File: src/rtl/sc_randchk_pkg.sv
// Shared types and constants for the serial random-stream checker.
package sc_randchk_pkg;

  // Checker FSM: gather seed bits, then predict every following bit.
  typedef enum logic {
    SEED   = 1'b0,
    LOCKED = 1'b1
  } state_t;

  // Feedback taps 6,5,3,0 of the 8-bit random register.
  localparam logic [7:0] TAPS = 8'b0110_1001;

  // Number of received bits needed to fill the shadow register.
  localparam int SEED_LEN = 8;

  // Seed used by the bench generator model.
  localparam logic [7:0] MY_SEED = 8'h99;

endpackage

File: src/rtl/sc_randchk_lfsr_if.sv
// Stream/status bundle for sc_randchk_lfsr.
// Optional macro RANDCHK_BITCNT_EN adds the 32-bit locked-bit counter.
//
// Handshake: the producer drives SC_RandCHK_bit_In together with
// SC_RandCHK_valid_In; every cycle with valid high consumes exactly one bit
// and there is no back-pressure (the checker is always ready). Clear
// outranks valid, and a bit presented together with clear is discarded.
interface sc_randchk_lfsr_if
  import sc_randchk_pkg::*;
#(
  parameter int ERRCNT_WIDTH = 16
);
  logic                    SC_RandCHK_bit_In;
  logic                    SC_RandCHK_valid_In;
  logic                    SC_RandCHK_clear_In;
  logic                    SC_RandCHK_locked_Out;
  logic                    SC_RandCHK_error_Out;
  logic                    SC_RandCHK_zerolock_Out;
  logic [ERRCNT_WIDTH-1:0] SC_RandCHK_errcnt_OutBUS;
  logic [7:0]              SC_RandCHK_shadow_OutBUS;
  state_t                  SC_RandCHK_state_Dbg;
`ifdef RANDCHK_BITCNT_EN
  logic [31:0]             SC_RandCHK_bitcnt_OutBUS;
`endif

  modport master (
    output SC_RandCHK_bit_In, SC_RandCHK_valid_In, SC_RandCHK_clear_In,
    input  SC_RandCHK_locked_Out, SC_RandCHK_error_Out, SC_RandCHK_zerolock_Out,
    input  SC_RandCHK_errcnt_OutBUS, SC_RandCHK_shadow_OutBUS, SC_RandCHK_state_Dbg
`ifdef RANDCHK_BITCNT_EN
    , input SC_RandCHK_bitcnt_OutBUS
`endif
  );

  modport slave (
    input  SC_RandCHK_bit_In, SC_RandCHK_valid_In, SC_RandCHK_clear_In,
    output SC_RandCHK_locked_Out, SC_RandCHK_error_Out, SC_RandCHK_zerolock_Out,
    output SC_RandCHK_errcnt_OutBUS, SC_RandCHK_shadow_OutBUS, SC_RandCHK_state_Dbg
`ifdef RANDCHK_BITCNT_EN
    , output SC_RandCHK_bitcnt_OutBUS
`endif
  );

endinterface

File: src/rtl/sc_randchk_lfsr_next.sv
// Combinational feedback bit of the 8-bit random register: XOR of the tapped
// bits (6,5,3,0). Bit 7 is masked out by the tap constant.
module sc_randchk_lfsr_next
  import sc_randchk_pkg::*;
(
  input  logic [7:0] i_s,
  output logic       o_fb
);

  logic [7:0] w_masked;

  // Parity over the tapped bits is the next bit the generator will emit.
  always_comb begin
    w_masked = i_s & TAPS;
    o_fb     = ^w_masked;
  end

endmodule

File: src/rtl/sc_randchk_lfsr.sv
// Serial checker for the 8-bit random-register bit stream.
// Seeds a shadow register from 8 received bits, then predicts each following
// bit, pulses error on mismatch and counts errors (saturating). Too many
// consecutive misses drop lock and restart seeding.
// Optional macro RANDCHK_BITCNT_EN adds a saturating count of bits checked
// while locked.
module sc_randchk_lfsr
  import sc_randchk_pkg::*;
#(
  parameter int ERRCNT_WIDTH = 16,
  parameter int LOSS_THRESH  = 4
) (
  input  logic              SC_RandCHK_CLOCK_50,
  input  logic              SC_RandCHK_RESET_InHigh,
  sc_randchk_lfsr_if.slave  bus
);

  localparam logic [ERRCNT_WIDTH-1:0] ERR_ONE = {{(ERRCNT_WIDTH-1){1'b0}}, 1'b1};
  localparam logic [ERRCNT_WIDTH-1:0] ERR_MAX = {ERRCNT_WIDTH{1'b1}};

  logic w_bit;
  logic w_valid;
  logic w_clear;
  logic w_fb;

  state_t                  r_state,    w_state_nxt;
  logic [7:0]              r_shadow,   w_shadow_nxt;
  logic [3:0]              r_cnt,      w_cnt_nxt;
  logic [3:0]              r_miss,     w_miss_nxt;
  logic [3:0]              w_miss_inc;
  logic                    r_locked,   w_locked_nxt;
  logic                    r_zerolock, w_zerolock_nxt;
  logic                    r_error,    w_error_nxt;
  logic [ERRCNT_WIDTH-1:0] r_errcnt,   w_errcnt_nxt;
`ifdef RANDCHK_BITCNT_EN
  logic [31:0]             r_bitcnt,   w_bitcnt_nxt;
`endif

  assign w_bit   = bus.SC_RandCHK_bit_In;
  assign w_valid = bus.SC_RandCHK_valid_In;
  assign w_clear = bus.SC_RandCHK_clear_In;

  sc_randchk_lfsr_next u_next (
    .i_s  (r_shadow),
    .o_fb (w_fb)
  );

  assign w_miss_inc = r_miss + 4'd1;

  // Next-state and next-output logic: clear beats valid, idle cycles hold.
  always_comb begin
    w_state_nxt    = r_state;
    w_shadow_nxt   = r_shadow;
    w_cnt_nxt      = r_cnt;
    w_miss_nxt     = r_miss;
    w_locked_nxt   = r_locked;
    w_zerolock_nxt = r_zerolock;
    w_error_nxt    = 1'b0;
    w_errcnt_nxt   = r_errcnt;
`ifdef RANDCHK_BITCNT_EN
    w_bitcnt_nxt   = r_bitcnt;
`endif
    if (w_clear) begin
      w_state_nxt    = SEED;
      w_shadow_nxt   = 8'h00;
      w_cnt_nxt      = 4'd0;
      w_miss_nxt     = 4'd0;
      w_locked_nxt   = 1'b0;
      w_zerolock_nxt = 1'b0;
      w_errcnt_nxt   = '0;
`ifdef RANDCHK_BITCNT_EN
      w_bitcnt_nxt   = 32'd0;
`endif
    end else if (w_valid) begin
      case (r_state)
        SEED: begin
          w_shadow_nxt = {r_shadow[6:0], w_bit};
          if (r_cnt == 4'(SEED_LEN - 1)) begin
            w_cnt_nxt = 4'd0;
            // An all-zero S[6:0] would predict zeros forever: refuse to lock.
            if ({r_shadow[5:0], w_bit} == 7'd0) begin
              w_zerolock_nxt = 1'b1;
            end else begin
              w_zerolock_nxt = 1'b0;
              w_locked_nxt   = 1'b1;
              w_state_nxt    = LOCKED;
            end
          end else begin
            w_cnt_nxt = r_cnt + 4'd1;
          end
        end
        LOCKED: begin
          // Shift the prediction, not the received bit, so one bad bit
          // does not corrupt later predictions.
          w_shadow_nxt = {r_shadow[6:0], w_fb};
`ifdef RANDCHK_BITCNT_EN
          if (r_bitcnt != 32'hFFFF_FFFF) w_bitcnt_nxt = r_bitcnt + 32'd1;
`endif
          if (w_bit != w_fb) begin
            w_error_nxt = 1'b1;
            if (r_errcnt != ERR_MAX) w_errcnt_nxt = r_errcnt + ERR_ONE;
            if (w_miss_inc == 4'(LOSS_THRESH)) begin
              w_miss_nxt   = 4'd0;
              w_cnt_nxt    = 4'd0;
              w_locked_nxt = 1'b0;
              w_state_nxt  = SEED;
            end else begin
              w_miss_nxt = w_miss_inc;
            end
          end else begin
            w_miss_nxt = 4'd0;
          end
        end
      endcase
    end
  end

  // State and datapath registers with asynchronous reset.
  always_ff @(posedge SC_RandCHK_CLOCK_50 or posedge SC_RandCHK_RESET_InHigh) begin
    if (SC_RandCHK_RESET_InHigh) begin
      r_state    <= SEED;
      r_shadow   <= 8'h00;
      r_cnt      <= 4'd0;
      r_miss     <= 4'd0;
      r_locked   <= 1'b0;
      r_zerolock <= 1'b0;
      r_error    <= 1'b0;
      r_errcnt   <= '0;
`ifdef RANDCHK_BITCNT_EN
      r_bitcnt   <= 32'd0;
`endif
    end else begin
      r_state    <= w_state_nxt;
      r_shadow   <= w_shadow_nxt;
      r_cnt      <= w_cnt_nxt;
      r_miss     <= w_miss_nxt;
      r_locked   <= w_locked_nxt;
      r_zerolock <= w_zerolock_nxt;
      r_error    <= w_error_nxt;
      r_errcnt   <= w_errcnt_nxt;
`ifdef RANDCHK_BITCNT_EN
      r_bitcnt   <= w_bitcnt_nxt;
`endif
    end
  end

  assign bus.SC_RandCHK_locked_Out    = r_locked;
  assign bus.SC_RandCHK_error_Out     = r_error;
  assign bus.SC_RandCHK_zerolock_Out  = r_zerolock;
  assign bus.SC_RandCHK_errcnt_OutBUS = r_errcnt;
  assign bus.SC_RandCHK_shadow_OutBUS = r_shadow;
  assign bus.SC_RandCHK_state_Dbg     = r_state;
`ifdef RANDCHK_BITCNT_EN
  assign bus.SC_RandCHK_bitcnt_OutBUS = r_bitcnt;
`endif

endmodule
File: src/flat_wrapper.sv
// flat-port wrapper written by rule: the top's interface ports become plain ports
module sc_randchk_lfsr_flat import sc_randchk_pkg::*;
#(
  parameter int ERRCNT_WIDTH = 16,
  parameter int LOSS_THRESH  = 4
)
  (SC_RandCHK_CLOCK_50, SC_RandCHK_RESET_InHigh, bus_SC_RandCHK_bit_In, bus_SC_RandCHK_valid_In, bus_SC_RandCHK_clear_In, bus_SC_RandCHK_locked_Out, bus_SC_RandCHK_error_Out, bus_SC_RandCHK_zerolock_Out, bus_SC_RandCHK_errcnt_OutBUS, bus_SC_RandCHK_shadow_OutBUS, bus_SC_RandCHK_state_Dbg);
  sc_randchk_lfsr_if #(.ERRCNT_WIDTH(ERRCNT_WIDTH)) bus_i ();
  input  logic SC_RandCHK_CLOCK_50;
  input  logic SC_RandCHK_RESET_InHigh;
  input wire logic [$bits(bus_i.SC_RandCHK_bit_In)-1:0] bus_SC_RandCHK_bit_In;
  input wire logic [$bits(bus_i.SC_RandCHK_valid_In)-1:0] bus_SC_RandCHK_valid_In;
  input wire logic [$bits(bus_i.SC_RandCHK_clear_In)-1:0] bus_SC_RandCHK_clear_In;
  output wire logic [$bits(bus_i.SC_RandCHK_locked_Out)-1:0] bus_SC_RandCHK_locked_Out;
  output wire logic [$bits(bus_i.SC_RandCHK_error_Out)-1:0] bus_SC_RandCHK_error_Out;
  output wire logic [$bits(bus_i.SC_RandCHK_zerolock_Out)-1:0] bus_SC_RandCHK_zerolock_Out;
  output wire logic [$bits(bus_i.SC_RandCHK_errcnt_OutBUS)-1:0] bus_SC_RandCHK_errcnt_OutBUS;
  output wire logic [$bits(bus_i.SC_RandCHK_shadow_OutBUS)-1:0] bus_SC_RandCHK_shadow_OutBUS;
  output wire logic [$bits(bus_i.SC_RandCHK_state_Dbg)-1:0] bus_SC_RandCHK_state_Dbg;
  assign bus_i.SC_RandCHK_bit_In = bus_SC_RandCHK_bit_In;
  assign bus_i.SC_RandCHK_valid_In = bus_SC_RandCHK_valid_In;
  assign bus_i.SC_RandCHK_clear_In = bus_SC_RandCHK_clear_In;
  assign bus_SC_RandCHK_locked_Out = bus_i.SC_RandCHK_locked_Out;
  assign bus_SC_RandCHK_error_Out = bus_i.SC_RandCHK_error_Out;
  assign bus_SC_RandCHK_zerolock_Out = bus_i.SC_RandCHK_zerolock_Out;
  assign bus_SC_RandCHK_errcnt_OutBUS = bus_i.SC_RandCHK_errcnt_OutBUS;
  assign bus_SC_RandCHK_shadow_OutBUS = bus_i.SC_RandCHK_shadow_OutBUS;
  assign bus_SC_RandCHK_state_Dbg = bus_i.SC_RandCHK_state_Dbg;
  sc_randchk_lfsr #(.ERRCNT_WIDTH(ERRCNT_WIDTH), .LOSS_THRESH(LOSS_THRESH)) u_core (.SC_RandCHK_CLOCK_50(SC_RandCHK_CLOCK_50), .SC_RandCHK_RESET_InHigh(SC_RandCHK_RESET_InHigh), .bus(bus_i));
endmodule
File: config.mk
export PLATFORM = sky130hd
export DESIGN_NAME = sc_randchk_lfsr_flat
export DESIGN_NICKNAME = d
export VERILOG_FILES = /design/src/rtl/sc_randchk_pkg.sv /design/src/rtl/sc_randchk_lfsr_if.sv /design/src/rtl/sc_randchk_lfsr_next.sv /design/src/rtl/sc_randchk_lfsr.sv /design/src/flat_wrapper.sv
export SDC_FILE = /design/constraint.sdc
export NUM_CORES = 1
export LEC_CHECK = 0
export CAP_MARGIN = 0
export CORE_MARGIN = 4
export CORE_UTILIZATION = 35
export CTS_BUF_LIST = sky130_fd_sc_hd__clkbuf_8
export DETAILED_ROUTE_END_ITERATION = 16
export HOLD_SLACK_MARGIN = 0.1
export PLACE_DENSITY = 0.64
export RECOVER_POWER = 100
export SLEW_MARGIN = 40
export SYNTH_ARGS = -nofsm -noshare
export SYNTH_HDL_FRONTEND = slang
export SYNTH_SLANG_ARGS = --single-unit
File: constraint.sdc
create_clock -name SC_RandCHK_CLOCK_50 -period 4.11 [get_ports SC_RandCHK_CLOCK_50]
set_input_delay 0.6165 -clock SC_RandCHK_CLOCK_50 [delete_from_list [all_inputs] [get_ports SC_RandCHK_CLOCK_50]]
set_output_delay 0.6165 -clock SC_RandCHK_CLOCK_50 [all_outputs]
set_load 0.05 [all_outputs]
==> flow_metrics.py <==
metrics = {
    "run_status": {
        "status": "finished, violations left",
        "violations": "max-capacitance violations, max-slew violations",
    },
    "global_routing": {
        "grt_max_degree": 37,
        "grt_overflow": 0,
        "grt_pass1_wl_mm": 7.84,
        "antenna_found_initial": 0,
        "grt_pass1_vias": 1641,
        "grtUsageTotal_pct": 13.3,
    },
    "timing": {
        "fin_crit_ns": 3.17,
        "worst_pin_slew_ns": 1.97,
        "max_slew_margin_pct": -31.4,
        "max_clock_freq_mhz": 315,
        "fin_crit_sh_pct": 77.1,
        "slew_viol_final": 37,
        "rsz0062_at_grt": "false",
        "skew_ns": 0.00424,
        "tns_ns": 0,
        "hold_violations": 0,
        "finalSetupViolCount": 0,
    },
    "finish": {
        "drive_gt1_share_pct": 10.5,
        "multi_input_area_um2": 1040,
        "layout_commonest_cell": "dfrtp_1",
        "final_cell_mix": "36 x dfrtp_1, 30 x dlygate4sd3_1, 26 x nor2_1",
        "fill_cells": 551,
        "antennaDiodeCount": 0,
        "syn2layout_area_growth_pct": 20.8,
        "final_util_pct": 44.4,
        "regArea_um2": 901,
        "final_nets": 246,
        "final_cells": 310,
    },
    "floorplanning": {
        "die_width_um": 84.7,
        "start_util_pct": 36.7,
        "io_pins": 33,
        "dieArea_um2": 7180,
        "die_h_um": 84.7,
        "design.core.area_um2": 5610,
        "rows": 27,
    },
    "setup_path": {
        "arrival_ns": 3.34,
        "path_max_fanout": 13,
        "crit_required_ns": 4.28,
        "critPathLaunchType": "input pin",
        "cpPeakStageDelay_ns": 0.58,
        "slowest_stage": "clkbuf_1",
        "cp-end-kind": "flop",
        "critical_path_class": "in -> reg",
        "worstPathCellList": "dlygate4sd3_1, clkbuf_1, a21oi_1, nor3b_1, o21ai_2, nor4b_1, mux2_2",
    },
    "route": {
        "drtPass1Iterations": 4,
        "wl_per_cell_um": 14.3,
        "routed_wl_mm": 4.43,
        "via_per_inst": 5.16,
        "drc": 0,
        "top_layer_used": "met4",
        "drt-initial-drc-count": 112,
        "detail-route-antenna-nets": 0,
        "wl_met3_um": 162,
        "wl_met1_mm": 2.06,
        "vias": 1600,
        "met2_length_mm": 2.16,
    },
    "synth": {
        "yosysWarnings": 0,
        "synth.net_count": 211,
        "netlist_area_um2": 2060,
        "ys_seq_area_share_pct": 43.7,
        "synthArstFlopShare_pct": 100,
        "avgSynthCellArea_um2": 10.2,
        "ys_ff_latch": 36,
        "synth_cells": 202,
        "ys.flop_type": "dfrtp_1",
        "synth_edf_count": 0,
        "synth_cell_types": 50,
    },
    "pwr": {
        "power.density_nw_per_um2": 269,
        "total_power_uw": 670,
        "ir_worst_vdd_uv": 142,
        "leakagePower_uw": 0.00114,
    },
    "place": {
        "io_buffers": 32,
        "gp_congestion": 0.818,
        "placedCellCount": 302,
        "hpwl_mm": 3.14,
    },
    "clocking": {
        "postCtsSetupRepairBufs": 0,
        "clk_pin_slew_ns": 0.07,
        "cts_sinks": 36,
        "clock_latency_ns": 0.29,
        "numCtsBuffers": 5,
        "h-tree-depth": 2,
        "cts_tree": "built",
        "cts_resized": 0,
        "cts_max_path_buffers": 2,
        "cts-hold-fix-buffers": 0,
        "cts_root_buf": "clkbuf_8",
    },
    "hold_path": {
        "hp-class": "reg -> reg",
    },
    "job": {
        "maxCapViolations": 1,
    },
}
[metal layers]
metal | global-route usage [%] | vias to the layer above
met5 | 0 | -
met4 | 4.75 | 0
met3 | 3.14 | 7
met2 | 21.4 | 36
met1 | 17.4 | 768
li1 | - | 789
[worst paths after layout]
check / startpoint / slack [ns] / cells past startpoint / end
hold / removal: u_core.r_cnt[3]$_DFFE_PP0P_ / 0.50 / 1 / u_core.r_cnt[3]$_DFFE_PP0P_
setup / recovery: bus_SC_RandCHK_valid_In / 0.94 / 7 / u_core.bus.SC_RandCHK_errcnt_OutBUS[11]$_DFFE_PP0P_
setup reg to reg: u_core.bus.SC_RandCHK_state_Dbg$_DFFE_PP0N_ / 1.84 / 5 / u_core.bus.SC_RandCHK_errcnt_OutBUS[11]$_DFFE_PP0P_
max in group asynchronous: SC_RandCHK_RESET_InHigh / 1.50 / 3 / u_core.r_cnt[0]$_DFFE_PP0P_
hold reg to reg: u_core.r_cnt[3]$_DFFE_PP0P_ / 0.50 / 1 / u_core.r_cnt[3]$_DFFE_PP0P_
min in group asynchronous: SC_RandCHK_RESET_InHigh / 1.47 / 3 / u_core.bus.SC_RandCHK_errcnt_OutBUS[11]$_DFFE_PP0P_
[power by group]
part	leakage [uW]	internal [uW]	switching [uW]
Combinational	0.000585	17.6	33.8
Clock	0.0000510	134	125
Sequential	0.000501	357	3.30
[layout make-up]
cell class / count / area share (%)
Multi-Input combinational cell: 150 / 41.7
Clock buffer: 6 / 3.32
Tap cell: 72 / 3.62
Inverter: 9 / 1.36
Clock inverter: 2 / 0.402
Timing Repair Buffer: 35 / 13.5
Sequential cell: 36 / 36.2
[synthesized netlist by cell type, types with 2 or more instances]
cell | number | area (um^2)
or3_1 | 2 | 12.5
buf_2 | 2 | 10.0
nand2b_1 | 2 | 12.5
nor4_4 | 2 | 42.5
and3b_1 | 2 | 17.5
nand3_1 | 8 | 40.0
nor4_1 | 5 | 31.3
dfrtp_1 | 36 | 901
xnor2_1 | 10 | 87.6
nand2_1 | 15 | 56.3
a21oi_1 | 13 | 65.1
or4_1 | 2 | 15.0
nor2b_1 | 3 | 18.8
a211oi_1 | 2 | 15.0
inv_1 | 9 | 33.8
o21ai_0 | 4 | 20.0
o31ai_1 | 2 | 15.0
ha_1 | 4 | 50.1
a31o_2 | 2 | 17.5
clkbuf_1 | 2 | 7.51
nor3b_1 | 2 | 15.0
mux2i_1 | 10 | 100
nor3_1 | 4 | 20.0
mux2_2 | 3 | 33.8
nand4_1 | 4 | 25.0
nor2_1 | 26 | 97.6
o2111ai_1 | 3 | 26.3
[state kept, by name, indices dropped and copies added (netlist names)]
name	count
u_core.bus.SC_RandCHK_errcnt_OutBUS	16
u_core.bus.SC_RandCHK_error_Out	1
u_core.bus.SC_RandCHK_locked_Out	1
u_core.bus.SC_RandCHK_shadow_OutBUS	8
u_core.bus.SC_RandCHK_state_Dbg	1
u_core.bus.SC_RandCHK_zerolock_Out	1
u_core.r_cnt	4
u_core.r_miss	4
[logic make-up after synthesis]
family / after synthesis / share of synthesized area [%]
flops: 36 / 43.7
fa+ha+maj: 4 / 2.43
buf+inv: 16 / 4.07
simple gates: 84 / 22.8
xor+xnor: 14 / 8.50
mux: 13 / 6.50
compound gates: 35 / 12.0
[stage by stage]
stage	cell area [um^2]	worst slack (ns)	hold WS, ns
2_1_floorplan	2060	1.89	0.446
3_3_place_gp	2440	1.26	0.464
3_5_place_dp	2440	1.17	0.484
4_1_cts	2540	1.50	0.495
5_1_grt	2490	0.646	0.541
6_report	2490	0.939	0.501
[critical path, delay by kind of cell]
family	cells	cell delay [ns]
and+or+nand+nor	2	0.80
AOI/OAI and AO/OA	2	0.45
muxes	1	0.37
buffers and inverters	2	1.10
Note: power is estimated with default switching activity, not from simulation.
